--- src/rtl/sram_write_slave.sv ---
// AXI-style write slave that turns write bursts into zero-latency SRAM byte writes.
// Optional define SRAM_WRITE_SLAVE_WLAST_CHECK_EN flags a misplaced or missing WLAST as SLVERR.
module sram_write_slave #(
  parameter int ADDR_W = 14
) (
  input  logic              clk,
  input  logic              rst,
  input  logic [7:0]        AWID_S,
  input  logic [31:0]       AWADDR_S,
  input  logic [3:0]        AWLEN_S,
  input  logic [2:0]        AWSIZE_S,
  input  logic [1:0]        AWBURST_S,
  input  logic              AWVALID_S,
  output logic              AWREADY_S,
  input  logic [31:0]       WDATA_S,
  input  logic [3:0]        WSTRB_S,
  input  logic              WLAST_S,
  input  logic              WVALID_S,
  output logic              WREADY_S,
  output logic [7:0]        BID_S,
  output logic [1:0]        BRESP_S,
  output logic              BVALID_S,
  input  logic              BREADY_S,
  output logic [ADDR_W-1:0] sram_addr,
  output logic [31:0]       sram_wdata,
  output logic [3:0]        sram_we,
  output logic [1:0]        fsm_state
);

  localparam logic [1:0] IDLE = 2'd0;
  localparam logic [1:0] DATA = 2'd1;
  localparam logic [1:0] RESP = 2'd2;

  logic [1:0]        state;
  logic [7:0]        id_q;
  logic [ADDR_W-1:0] addr_q;
  logic [3:0]        len_q;
  logic [3:0]        cnt_q;
  logic              fixed_q;
  logic              err_q;
  logic              aw_hs;
  logic              w_hs;
  logic              last_beat;
  logic              wlast_bad;

  // Handshakes: a transfer happens on any rising edge where valid & ready are both 1;
  // ready/valid outputs are forced low during reset.
  assign AWREADY_S = ~rst & (state == IDLE);
  assign WREADY_S  = ~rst & (state == DATA);
  assign BVALID_S  = ~rst & (state == RESP);
  assign aw_hs     = AWVALID_S & AWREADY_S;
  assign w_hs      = WVALID_S & WREADY_S;
  assign last_beat = (cnt_q == len_q);

`ifdef SRAM_WRITE_SLAVE_WLAST_CHECK_EN
  assign wlast_bad = WLAST_S ^ last_beat;
`else
  assign wlast_bad = 1'b0;
`endif

  assign BID_S      = id_q;
  assign BRESP_S    = err_q ? 2'b10 : 2'b00;
  assign sram_addr  = addr_q;
  assign sram_wdata = WDATA_S;
  assign sram_we    = WSTRB_S & {4{w_hs & ~err_q}};
  assign fsm_state  = state;

  logic unused_ok;
  assign unused_ok = ^{WLAST_S, AWADDR_S[31:ADDR_W+2], AWADDR_S[1:0]};

  always_ff @(posedge clk) begin
    if (rst) begin
      state   <= IDLE;
      id_q    <= 8'd0;
      addr_q  <= '0;
      len_q   <= 4'd0;
      cnt_q   <= 4'd0;
      fixed_q <= 1'b0;
      err_q   <= 1'b0;
    end else begin
      case (state)
        IDLE: begin
          if (aw_hs) begin
            id_q    <= AWID_S;
            addr_q  <= AWADDR_S[ADDR_W+1:2];
            len_q   <= AWLEN_S;
            fixed_q <= ~AWBURST_S[0];
            err_q   <= (AWSIZE_S != 3'b010) | AWBURST_S[1];
            cnt_q   <= 4'd0;
            state   <= DATA;
          end
        end
        DATA: begin
          if (w_hs) begin
            // Address wraps naturally at 2^ADDR_W.
            if (!fixed_q) addr_q <= addr_q + {{(ADDR_W-1){1'b0}}, 1'b1};
            cnt_q <= cnt_q + 4'd1;
            if (wlast_bad) err_q <= 1'b1;
            if (last_beat) state <= RESP;
          end
        end
        RESP: begin
          if (BREADY_S) state <= IDLE;
        end
        default: state <= IDLE;
      endcase
    end
  end

endmodule

--- config.mk ---
export PLATFORM = sky130hd
export DESIGN_NAME = sram_write_slave
export DESIGN_NICKNAME = d
export VERILOG_FILES = /design/src/rtl/sram_write_slave.sv
export SDC_FILE = /design/constraint.sdc
export NUM_CORES = 1
export LEC_CHECK = 0
export CAP_MARGIN = 20
export CORE_ASPECT_RATIO = 1.4
export CORE_MARGIN = 1
export CORE_UTILIZATION = 34
export DETAILED_ROUTE_END_ITERATION = 16
export PLACE_DENSITY = 0.82
export REMOVE_ABC_BUFFERS = 1
export SLEW_MARGIN = 0
export SYNTH_ARGS = -nofsm -noshare
export SYNTH_HDL_FRONTEND = slang
export SYNTH_SLANG_ARGS = --single-unit
--- constraint.sdc ---
create_clock -name clk -period 1.79 [get_ports clk]
set_input_delay 0.2685 -clock clk [delete_from_list [all_inputs] [get_ports clk]]
set_output_delay 0.2685 -clock clk [all_outputs]
set_load 0.01 [all_outputs]
# Word-level counts from Yosys, hierarchy flattened
# Cells that the tools add are included.
# op_classes
addsub	2
n_eq_ne	9
n_mux	13
n_bitwise	11
reduce_logical	6
# ops
cell	n
2-to-1 mux 14 bit	3
one-hot mux 14 bit (2 select lines)	1
adder 14 x 1 -> 14 bit (second input constant)	1
2-to-1 mux 2 bit	5
inequality test 2 bit (second input constant)	5
2-to-1 mux 4 bit	2
one-hot mux 4 bit (2 select lines)	1
AND reduction 4 bit	2
bitwise AND 1 bit	6
one-hot mux 2 bit (3 select lines)	1
adder 4 x 1 -> 4 bit (second input constant)	1
bitwise AND 4 bit	1
== test 4 bit	1
inequality test 3 x 2 -> 1 bit (second input constant)	1
inverter 1 bit	3
AND reduction 3 bit	1
== test 2 x 1 -> 1 bit (second input constant)	1
== test 2 bit (second input constant)	1
logical NOT 2 bit	1
AND reduction 2 bit	1
nonzero test 2 bit	1
bitwise OR 1 bit	1
# totals
reg_bits	34
input_bits	91
wordCells	48

# Logic depth before layout (Yosys ltp)
# depth
depth_word	5
mapped_depth	6
depth_no_buf	5

# Least setup slack after synthesis
# No wires, ideal clock.
# synth_timing
kind	register to register
start	register addr_q[2] (netlist: sram_addr[2])
end	register addr_q[11] (netlist: sram_addr[11])
setup_time_ns	0.064
arrival_ns	1.582
required_time_ns	1.726
slack_ns	0.144
stages_incl_launch_ff	5
path_buffers	0
path_cell_list	dfxtp_1 > nand4_2 > or4_1 > or4_1 > nand4_1
# synth_via
elab_chain_cells	4
# synth_rtl
item	line_no	source
start: declaration	36	logic [ADDR_W-1:0] addr_q;
start signal: assignment	85	addr_q <= AWADDR_S[ADDR_W+1:2];
start signal: assignment	96	if (!fixed_q) addr_q <= addr_q + {{(ADDR_W-1){1'b0}}, 1'b1};
adder 14 x 1 -> 14 bit	96	
2-to-1 mux 14 bit	96	
2-to-1 mux 14 bit	94	if (w_hs) begin
one-hot mux 14 bit (2 select lines)	81	case (state)
# Every way passes these cells. The select of a mux whose other input is x is not followed.
# A chain may end at the register's enable or synchronous reset.

# Worst setup path after layout
# layout_timing
start	register state[1] (netlist: fsm_state[1])
end	output fsm_state[1]
# layout_rtl
item	line_no	source
start: declaration	34	logic [1:0] state;
start signal: assignment	73	state <= IDLE;
start signal: assignment	90	state <= DATA;
start signal: assignment	99	if (last_beat) state <= RESP;
end: declaration	27	output logic [1:0] fsm_state
# No word-level cell between the ends.

==> impl_results.md <==
- Status: complete, no violations
- Worst min path class: reg -> reg
- Leakage: 1.07 nW
- Gr usage total: 0.206
- Placed Cells: 358
- Synth Flop Type: dfxtp_1
- Hold slack final: about 0.46 ns
- Vias: ~2000
- Yosys warning count: 0
- Area grow syn2layout: 38.3%
- Die Area: 0.00620 mm²
- Final setup fails: 0
- Tmin final: 1.66 ns
- Cells after synthesis: 242
- Startpoint Class: register
- EDFF count, synth: 0
- GP Congestion: 0.810
- Clock Tree Root: clkbuf_8
- Clk pin slew, worst setup/hold paths: roughly 0.07 ns
- CP required: approximately 1.5 ns
- Largest net degree at the start of global routing: 18
- Number of H-tree levels: 2
- Clk_lat worst skew: about 0.29 ns
- Max-slew violations: 0
- CP Launch Point: fsm_state[1]
- Post-synthesis sequential area ratio: 0.340
- MaxCap Viol Count: 0
- CORE AREA: 0.00561 mm²
- Crit Path Class: reg -> out
- Die W: between 60 and 70 µm
- Worst-path cell chain: buf_4 > clkdlybuf4s50_1
- Post-Syn Area: 0.00200 mm²
- Reg2Reg Launch Point: sram_addr[1]
- Initial drt markers: 198
- Drt total wl: 6.40 mm
- Clock Tree Buf Depth: 2
- Largest area contributor in the netlist: dfxtp_1
- IO Port Bufs: between 70 and 80
- Syn_area_per_cell: 8.27 µm²
- Final period util: 0.928
- Final hold vios: 0
- Yosys top cell area share: 0.340
- Worst Path Max Fanout: 9
- Final ANT Viol Nets: 0
- Worst rel slew slack: 0.612
- CP endpoint kind: output pin
- CTS tree: built
- Drc violations: 0
- Crit path DAT: 1.39 ns
- Pwr Density: roughly 1000 mW/mm²
- Initial antenna violation count: 0
- CP delay by family, top: buffers and inverters
- FP Rows: 32
- Max incr delay on CP: 0.55 ns
- Vias in the first global route: between 1500 and 2000
- Worst-margin pin slew: just under 0.6 ns
- Gr ovfl total: 0
- RSZ-0062 raised after global routing: no
- Buf+Inv Stages, Crit Path: 2
- Boundary Pins: 156
- Fillcell total: 550
- Fin cells: 365
- FMAX: 0.602 GHz
- Die Span Y: 92.8 µm
- Crit-path slowest cell: clkdlybuf4s50_1
- Clk_skew: ~0.0076 ns
- Avg Vias per Cell: 5.49
- Setup ws final: 0.130 ns
- Commonest cells in the netlist: 34 x buf_4, 34 x dfxtp_1, 15 x a22o_1
- DRT Pass-1 Iters: 4
- Ys async rst share: 0
- Maximum VDD drop: 512 µV
- Synthesized flop and latch total: 34
- Hold Startpoint: fixed_q
- Final Net Count: between 300 and 400
- Top post-synthesis cells by area: dfxtp_1 34%, buf_4 13%, a22o_1 6.6%
- Clock Sinks: 34
- Final HPWL from detailed placement: 5.20 mm
- Wire length per cell: 17.5 µm
- CTS buffer count: 5
- Initial Util: 0.357
- Share of cells above drive strength 1: 0.162
- Diode count: 0
- Pre-CTS setup slack: -0.278 ns
- Cell variety after synth: between 40 and 50
- First-pass GRT wire length: 9.54 mm
cell type report:
class,instances,area (µm²),area share
clock buffer,6,82.6,0.0299
clock inverter,1,30.0,0.0109
tap,68,85.1,0.0308
sequential,34,682,0.246
inverter,7,26.3,0.00950
multi-input combinational,154,1000,0.361
timing repair buffer,95,861,0.311
worst reg2reg max path, stage by stage (launching register included):
cell and delay [ns]:
dfxtp_2 0.39, nand4_2 0.16, or4_1 0.56, or4_1 0.41, nand4_1 0.08
what timing repair did:
action / 4_1_cts / 5_1_grt
endpoints found under the hold margin: 0 / 0
endpoints found under the setup margin: 7 / 14
buffers inserted: 0 / 0
gates resized for setup: 14 / 10
hold buffers: 0 / 0
path summary, 6_finish.rpt:
path / slack [ns] / to / cells after the start
worst min register to register: 0.46 / fixed_q / 2
worst max register to register: 0.14 / sram_addr[11] / 4
worst min-delay path: 0.46 / fixed_q / 2
worst max-delay path: 0.13 / fsm_state[1] / 2
report_power, final:
part	internal [W]	switching, W	leakage, nW	total (W)
sequential	0.000886	0.000115	0.279	0.00100
combinational	0.000601	0.000559	0.729	0.00116
clock	0.000445	0.000279	0.0573	0.000724
cells by family after synthesis:
logic type	count (synthesis)	synth area share
other cells	1	0.00187
simple gates	80	0.222
buf+inv	54	0.168
compound gates	63	0.219
fa+ha+maj	2	0.0125
flops	34	0.340
mux	2	0.0106
xor+xnor	6	0.0263
cell usage in the layout, fill, tap and decap left out, types with 5 or more instances in the layout:
cell             count
and2_1               6
nor3_1               7
o21ai_0             14
inv_1                7
nor2_1              12
nand3_1             10
buf_4               24
nand4_1              8
dfxtp_1             33
nand2_1             12
clkbuf_2             5
a21oi_1             13
clkbuf_8             6
clkdlybuf4s50_1     62
a22o_1              15
per-stage QoR:
stage | total power (W) | area (µm²) | setup TNS, ns | util
after CTS | 0.00290 | 2780 | 0 | 0.496
after global placement | 0.00215 | 2670 | -5.56 | 0.476
after floorplan | 0.00156 | 1690 | -0.864 | -
after global routing | 0.00305 | 2770 | 0 | 0.494
after detailed placement | 0.00218 | 2670 | -7.19 | 0.476
final | 0.00289 | 2770 | 0 | 0.494
layer usage:
layer  part of all wire  wire, µm  vias to the layer above  global-route usage
met5                  0         0                        -              0.0481
met4             0.0086        55                        0              0.0372
met3               0.15       980                        4               0.138
met2               0.46      2970                      114               0.328
met1               0.37      2390                      939               0.223
li1                   -         -                      947                   -
flip-flops by register name, indices dropped and copies added, names as in the netlist:
register	flops
fsm_state	2
sram_addr	14
len_q	4
BID_S	8
fixed_q	1
cnt_q	4
err_q	1
Power figures use the tool's default switching activity.
